--- src/rtl/insn_line_cache.sv ---
// Direct-mapped instruction line cache: 32-bit word fetches, 128-bit line refills
// over the insn_* bus handshake. Define INSN_CACHE_STATS_EN to add hit/miss counters.
module insn_line_cache #(
  parameter int LINES = 16
) (
  input  logic         clk,
  input  logic         rst_n,
  input  logic         fetch_start,
  input  logic [29:0]  fetch_addr,
  output logic         fetch_ready,
  output logic [31:0]  fetch_data,
  input  logic         flush,
  output logic         insn_start,
  output logic [27:0]  insn_addr,
  input  logic         insn_ready,
  input  logic [127:0] insn_data_rd
`ifdef INSN_CACHE_STATS_EN
  ,
  output logic [31:0]  hit_count,
  output logic [31:0]  miss_count
`endif
);

  localparam int IDX_W = $clog2(LINES);
  localparam int TAG_W = 28 - IDX_W;

  typedef enum logic [1:0] {
    S_IDLE,
    S_REQ,
    S_FILL
  } state_t;

  state_t             state;
  logic [127:0]       data_q [LINES];
  logic [TAG_W-1:0]   tag_q  [LINES];
  logic [LINES-1:0]   valid_q;
  logic [29:0]        addr_q;
  logic               flushed_q;

  logic [IDX_W-1:0]   look_idx;
  logic [TAG_W-1:0]   look_tag;
  logic               look_hit;
  logic [31:0]        look_word;
  logic               accept;

  logic [IDX_W-1:0]   fill_idx;
  logic [TAG_W-1:0]   fill_tag;
  logic [31:0]        fill_word;
  logic               fill_done;

  // A flush in the lookup cycle wins: the lookup must see every line invalid.
  assign look_idx  = fetch_addr[2 +: IDX_W];
  assign look_tag  = fetch_addr[29 -: TAG_W];
  assign look_hit  = valid_q[look_idx] && !flush && (tag_q[look_idx] == look_tag);
  assign look_word = data_q[look_idx][{fetch_addr[1:0], 5'd0} +: 32];
  assign accept    = (state == S_IDLE) && fetch_start;

  assign fill_idx  = addr_q[2 +: IDX_W];
  assign fill_tag  = addr_q[29 -: TAG_W];
  assign fill_word = insn_data_rd[{addr_q[1:0], 5'd0} +: 32];
  assign fill_done = (state == S_FILL) && insn_ready;

  // NOTE: line data and tags carry no reset; valid_q alone decides whether they mean anything.
  always_ff @(posedge clk) begin
    if (fill_done) begin
      data_q[fill_idx] <= insn_data_rd;
      tag_q[fill_idx]  <= fill_tag;
    end
  end

  always_ff @(posedge clk or negedge rst_n) begin
    if (!rst_n) begin
      valid_q <= '0;
    end else begin
      if (flush) begin
        valid_q <= '0;
      end
      // A flush seen at any point of the miss leaves the refilled line invalid.
      if (fill_done && !flush && !flushed_q) begin
        valid_q[fill_idx] <= 1'b1;
      end
    end
  end

  always_ff @(posedge clk or negedge rst_n) begin
    if (!rst_n) begin
      state       <= S_IDLE;
      fetch_ready <= 1'b0;
      fetch_data  <= '0;
      insn_start  <= 1'b0;
      insn_addr   <= '0;
      addr_q      <= '0;
      flushed_q   <= 1'b0;
    end else begin
      // NOTE: pulse outputs default low every cycle so they can never stretch past one clock.
      fetch_ready <= 1'b0;
      insn_start  <= 1'b0;
      case (state)
        S_IDLE: begin
          if (fetch_start) begin
            if (look_hit) begin
              fetch_ready <= 1'b1;
              fetch_data  <= look_word;
            end else begin
              addr_q     <= fetch_addr;
              insn_start <= 1'b1;
              insn_addr  <= fetch_addr[29:2];
              flushed_q  <= 1'b0;
              state      <= S_REQ;
            end
          end
        end
        S_REQ: begin
          if (flush) begin
            flushed_q <= 1'b1;
          end
          state <= S_FILL;
        end
        S_FILL: begin
          if (flush) begin
            flushed_q <= 1'b1;
          end
          if (insn_ready) begin
            fetch_ready <= 1'b1;
            fetch_data  <= fill_word;
            state       <= S_IDLE;
          end
        end
        default: state <= S_IDLE;
      endcase
    end
  end

`ifdef INSN_CACHE_STATS_EN
  always_ff @(posedge clk or negedge rst_n) begin
    if (!rst_n) begin
      hit_count  <= '0;
      miss_count <= '0;
    end else if (accept) begin
      if (look_hit) begin
        hit_count <= hit_count + 32'd1;
      end else begin
        miss_count <= miss_count + 32'd1;
      end
    end
  end
`endif

endmodule

--- config.mk ---
export PLATFORM = sky130hd
export DESIGN_NAME = insn_line_cache
export DESIGN_NICKNAME = d
export VERILOG_FILES = /design/src/rtl/insn_line_cache.sv
export SDC_FILE = /design/constraint.sdc
export NUM_CORES = 2
export LEC_CHECK = 0
export ABC_CLOCK_PERIOD_IN_PS = 13600
export CAP_MARGIN = 20
export CORE_MARGIN = 5
export CORE_UTILIZATION = 55
export DETAILED_ROUTE_END_ITERATION = 6
export HOLD_SLACK_MARGIN = 0.06
export PLACE_DENSITY = 0.81
export SETUP_SLACK_MARGIN = 0.5
export SLEW_MARGIN = 20
export SYNTH_ARGS = -nofsm -noshare
export SYNTH_HDL_FRONTEND = slang
export SYNTH_SLANG_ARGS = --single-unit
export TNS_END_PERCENT = 20
--- constraint.sdc ---
create_clock -name clk -period 13.6 [get_ports clk]
set_input_delay 2.04 -clock clk [delete_from_list [all_inputs] [get_ports clk]]
set_output_delay 2.04 -clock clk [all_outputs]
set_load 0.005 [all_outputs]
# Yosys cells after proc, flatten, opt, wreduce, memory -nomap -nowiden
# Memory sizes are Yosys's and may differ from the RTL's.
# Index checks and enable logic that the tools add are counted.
[totals]
memories = 2
input_bits = 163
out_inout_bits = 62
regBits = 111
ram_bits = 2432
romBits = 0
latchBits = 0
[mem_list]
columns = ["memory", "depth", "width", "rd", "rd_clocked_by_memory_dff", "wr", "line_no", "rtl"]
rows = [
  ["data_q", 16, 128, 1, 0, 1, "34", "logic [127:0] data_q [LINES];"],
  ["tag_q", 16, 24, 1, 0, 1, "35", "logic [TAG_W-1:0] tag_q [LINES];"],
]
[op_classes]
mul = 0
eq_ne = 8
div_mod_pow = 0
bitwise = 2
n_mux = 27
n_shift = 2
addsub = 0
order_cmp = 3
reduce_logical = 16
[ops]
columns = ["cell", "count"]
rows = [
  ["$shiftx 128x8->32", 2],
  ["$mux 32", 3],
  ["$pmux 32 s2", 1],
  ["$mux 16", 2],
  ["$eq 24x24->1", 1],
  ["$or 16x16->16", 1],
  ["$mux 1", 13],
  ["$lt 4x5->1 const B", 2],
  ["$ne 2x2->1 const B", 4],
  ["$reduce_and 4->1", 2],
  ["$logic_and 1x1->1", 6],
  ["$mux 2", 3],
  ["$pmux 2 s3", 1],
  ["$reduce_and 3->1", 2],
  ["$bmux 1 s4", 1],
  ["$demux 1 s4", 1],
  ["$ge 4x1->1 const B", 1],
  ["$pmux 1 s2", 2],
  ["$reduce_bool 2->1", 2],
  ["$eq 2x1->1 const B", 1],
  ["$eq 2x2->1 const B", 1],
  ["$logic_not 1->1", 2],
  ["$logic_not 2->1", 1],
  ["$ne 2x1->1 const B", 1],
  ["other kinds (2)", 2],
]

# Depth between registers and ports, before layout
[depth]
word_depth = 7
ltp_mapped = 16

# Worst setup path after synthesis
# OpenSTA, ideal clock, no wires.
[synth_timing]
path_type = "input-to-reg"
startpoint = "input port insn_ready"
endpoint = "memory data_q[12][0] (enable)"
stages = 2
arrival_ns = 12.469
setup_ns = 0.849
slack_ns = 0.282
n_path_buf = 0
required_ns = 12.751
cell_sequence = "nand4_1 > nor3_1"
[synth_via]
elab_chain_cells = 3
[synth_rtl]
columns = ["element", "line_no", "rtl"]
rows = [
  ["start: declaration", "15", "input logic insn_ready,"],
  ["$logic_and 1x1->1", "61", "assign fill_done = (state == S_FILL) && insn_ready;"],
  ["$mux 1", "65", "if (fill_done) begin"],
  ["$mux 1 (not written as such)", "66", "data_q[fill_idx] <= insn_data_rd;"],
  ["end: declaration", "34", ""],
]
# Every way passes these cells.

# Final worst setup path
[layout_timing]
startpoint = "input port fetch_addr[2]"
endpoint = "register fetch_data[21]"
[layout_via]
elab_chain_cells = 6
word_cells_on_any_way = 13
cone_classes = "eq/ne: 2; shift: 1; mux: 5; reduce/logical: 3; memory: 2"
[layout_rtl]
columns = ["element", "line_no", "rtl"]
rows = [
  ["start: declaration", "9", "input logic [29:0] fetch_addr,"],
  ["branches (longest 6 deep; another with $mem_v2 16x128)", "-", ""],
  ["end signal: assignment", "103", "fetch_data <= look_word;"],
  ["end signal: assignment", "125", "fetch_data <= fill_word;"],
  ["end: declaration", "11", "output logic [31:0] fetch_data,"],
]
# Several ways; the timed one is not identified. The select of a mux whose other input is x is not followed.
# A chain may end at the register's enable or synchronous reset.

==> results.md <==
* CP max stage delay at between 0.8 and 0.9 ns
* PostCTS Resize Cnt at 0
* Register area share after synthesis at 0.771
* Buf/Inv on CP at 5
* Vias per Instance at 6.84
* Startpoint types: input port
* Syn-to-layout area delta at 13.0%
* First-pass iteration count of the detailed router at 7
* DP Worst Slack at between 6 and 7 ns
* I/O Buffers at around 220
* Multi-input combinational cell area at 21,100 um2
* Synth top area share at 0.749
* Final setup viols at 0
* CTS Buf Count at ~230
* Clock buffer depth at 3
* Syn nets at ~4,500
* Fin crit share at 0.480
* Count of pins over their slew limit at 0
* Total grt overflow at 0
* Ports at approximately 230
* Worst path slowest cell: buf_4
* Leak at between 30 and 40 nW
* PD cells at 161 nW/um2
* Mean post-synth cell area at 22.3 um2
* DP HPWL at around 130,000 um
* Core area at 176,000 um2
* ANT nets after route at 0
* Setup bufs post-CTS at 0
* Max cap viols at 0
* Cell accounting for the most synthesized area: edfxtp_1
* Ys async rst share at 0.0330
* Worst setup EP type: flip-flop
* CP arrival at approximately 7.3 ns
* Synth warnings at 0
* Hold Crit Class: flip-flop to flip-flop
* CP Max Fanout at 82
* Chip width at 431 um
* Most frequent CP cell: buf_4
* Smallest hold slack at 0.502 ns
* Sink Count at 2,515
* Number of synthesized flops with an enable pin at about 2,400
* Required time of the critical path at between 10 and 15 ns
* Post-synthesis cell area at 97,500 um2
* Most common library cell in the layout ignoring fill and taps: edfxtp_1
* Crit path cell chain: buf_8, buf_4, buf_12, buf_4, buf_4, mux4_2, mux4_2, o21ai_0, nor3_1, mux2_4
* Register bit total from synthesis at 2,515
* Worst rel slew slack at 0.212
* R2r endpoint: data_q[15][50]
* Worst Clk Skew at 0.108 ns
* Final #Nets at between 4,000 and 5,000
* Worst reg-to-reg setup slack at between 8 and 9 ns
* Clk_lat worst skew at 0.90 ns
* Maximum vdd ir drop at around 0.15 mV
* Clk pin slew, worst setup/hold paths at 0.06 ns
* Vias at 49,275
* Outcome: finished, violations left
* Synth area leaders: edfxtp_1 (75%), mux4_2 (14%), dfrtp_1 (2.1%)
* Stages on the worst setup path at 10
* Commonest non-fill, non-tap cells in the layout: edfxtp_1 (2,432), mux4_2 (617), clkbuf_16 (229), clkdlybuf4s50_1 (217), mux2i_1 (185)
* Ys flop type: edfxtp_1
* Worst R2R Start: state[0]
* DIE AREA at 186,000 um2
* Mapped Cells at 4,367
* CP top delay family: buffers and inverters
* CTS root buf: clkbuf_16
* CTS tree: built
* Setup crit end: fetch_data[21]
* Fmax at 153 MHz
* Final WL at 251,000 um
* Ratio of cells with drive above 1 in the final layout at 0.242
* WL/cell at between 30 and 40 um
* Global-route wire length before repair at between 300,000 and 400,000 um
* Die H at 431 um
* Final GP Congestion at 0.768
* Hold-fix buffers, CTS at 0
* CTS H-tree depth at 4
* Slew @ Worst Pin at 1.18 ns
* 1st-iter DRT viols at 7,292
* Final setup TNS at 0 ns
* Initial antenna violation count at 48
* Initial Utilization at 0.553
* Final Hold Fails at 0
* Post-layout minimum cycle time at roughly 6.5 ns
* Failing checks: design-rule violations
* DR DRC count at 1
* Register-to-Register Path Depth at 7
* Largest net degree at the start of global routing at ~130
* Critical path type: input port to flip-flop
* PnR worst setup slack at 7.07 ns
* Number of global-route vias before repair at 51,264
* RSZ-0062 raised after global routing: false
* GRT Resource Usage Total at 0.270
* Row Count at 154
* Cell variety after synth at 62
* FF+latch area at 75,100 um2
* CP Launch Point: fetch_addr[2]
* Fillers at 11,058
cells by family (layout without fill, tap and decap cells):
logic type,count (synthesis),in the layout,synth area share
XOR/XNOR,17,17,0.00153
buffers and inverters,285,756,0.0143
other,0,31,0
multiplexers,903,903,0.174
flip-flops,2515,2515,0.771
AND/OR/NAND/NOR,251,251,0.0120
adder cells (fa/ha/maj),3,3,0.000385
AO/OA/AOI/OAI,393,393,0.0268
worst min path at each step:
stage,end,from,cells past startpoint,slack (ns)
finish,valid_q[15],valid_q[15],2,0.50
floorplan,valid_q[4],valid_q[4],2,0.46
global placement,valid_q[2],valid_q[2],2,0.47
CTS,valid_q[15],valid_q[15],2,0.50
global route,valid_q[15],valid_q[15],2,0.53
detailed placement,valid_q[2],valid_q[2],2,0.49
Yosys cell counts (all sizes together) (3+ instances only):
| library cell | count |
|---|---|
| nor3 | 24 |
| nand2b | 11 |
| edfxtp | 2432 |
| xnor2 | 6 |
| a22o | 11 |
| nor2 | 78 |
| nand4 | 7 |
| o21ai | 86 |
| o22ai | 22 |
| a22oi | 68 |
| dfrtp | 83 |
| a221oi | 38 |
| clkbuf | 94 |
| nor2b | 17 |
| inv | 16 |
| a31oi | 10 |
| xor2 | 11 |
| o211ai | 36 |
| nor4 | 6 |
| and2 | 7 |
| a211oi | 22 |
| mux2 | 101 |
| nand2 | 71 |
| ha | 3 |
| o2bb2ai | 3 |
| o31a | 3 |
| or2 | 4 |
| nand3 | 20 |
| mux2i | 185 |
| mux4 | 617 |
| o2111ai | 5 |
| buf | 174 |
| a21oi | 73 |
layer usage:
| metal | GRT usage | wire (um) | vias up |
|---|---|---|---|
| met4 | 0.110 | 10000 | 18 |
| met5 | 0 | 116 | - |
| li1 | - | - | 19053 |
| met2 | 0.439 | 125000 | 3920 |
| met1 | 0.356 | 84500 | 25673 |
| met3 | 0.0662 | 30800 | 611 |
per-stage QoR:
stage / power, mW / instance area, um2 / cells / util
after floorplan: 10.4 / 97500 / 4367 / -
after global placement: 11.2 / 102000 / 6750 / 0.581
after detailed placement: 11.3 / 102000 / 6752 / 0.581
after CTS: 17.8 / 110000 / 7177 / 0.625
after global routing: 18.3 / 110000 / 7196 / 0.625
final: 17.8 / 110000 / 7209 / 0.625
where the power goes:
group	internal, mW	total [mW]	switching, mW
combinational	0.794	1.86	1.06
sequential	8.99	9.33	0.345
clock	3.71	6.57	2.86
registers in the layout, summed over array words and instances (netlist names):
name         cells
state            2
data_q        2048
valid_q         16
fetch_ready      1
flushed_q        1
insn_start       1
insn_addr       28
fetch_data      32
addr_q           2
tag_q          384
tightest hold or removal path: cells and delay by family, from the launching register on:
kind	cells	cell delay, ns
AOI/OAI and AO/OA	1	0.04
DFF	1	0.35
and+or+nand+nor	1	0.07
cell type report:
class	count	share of cell area
flip-flops and latches	2515	0.682
well taps	2340	0.0266
clock buffers	310	0.0564
repair buffers	314	0.0286
clock inverters	115	0.0135
diodes	31	0.000704
inverters	17	0.000602
multi-input cells	1567	0.192
Note: power is estimated with default switching activity, not from simulation.
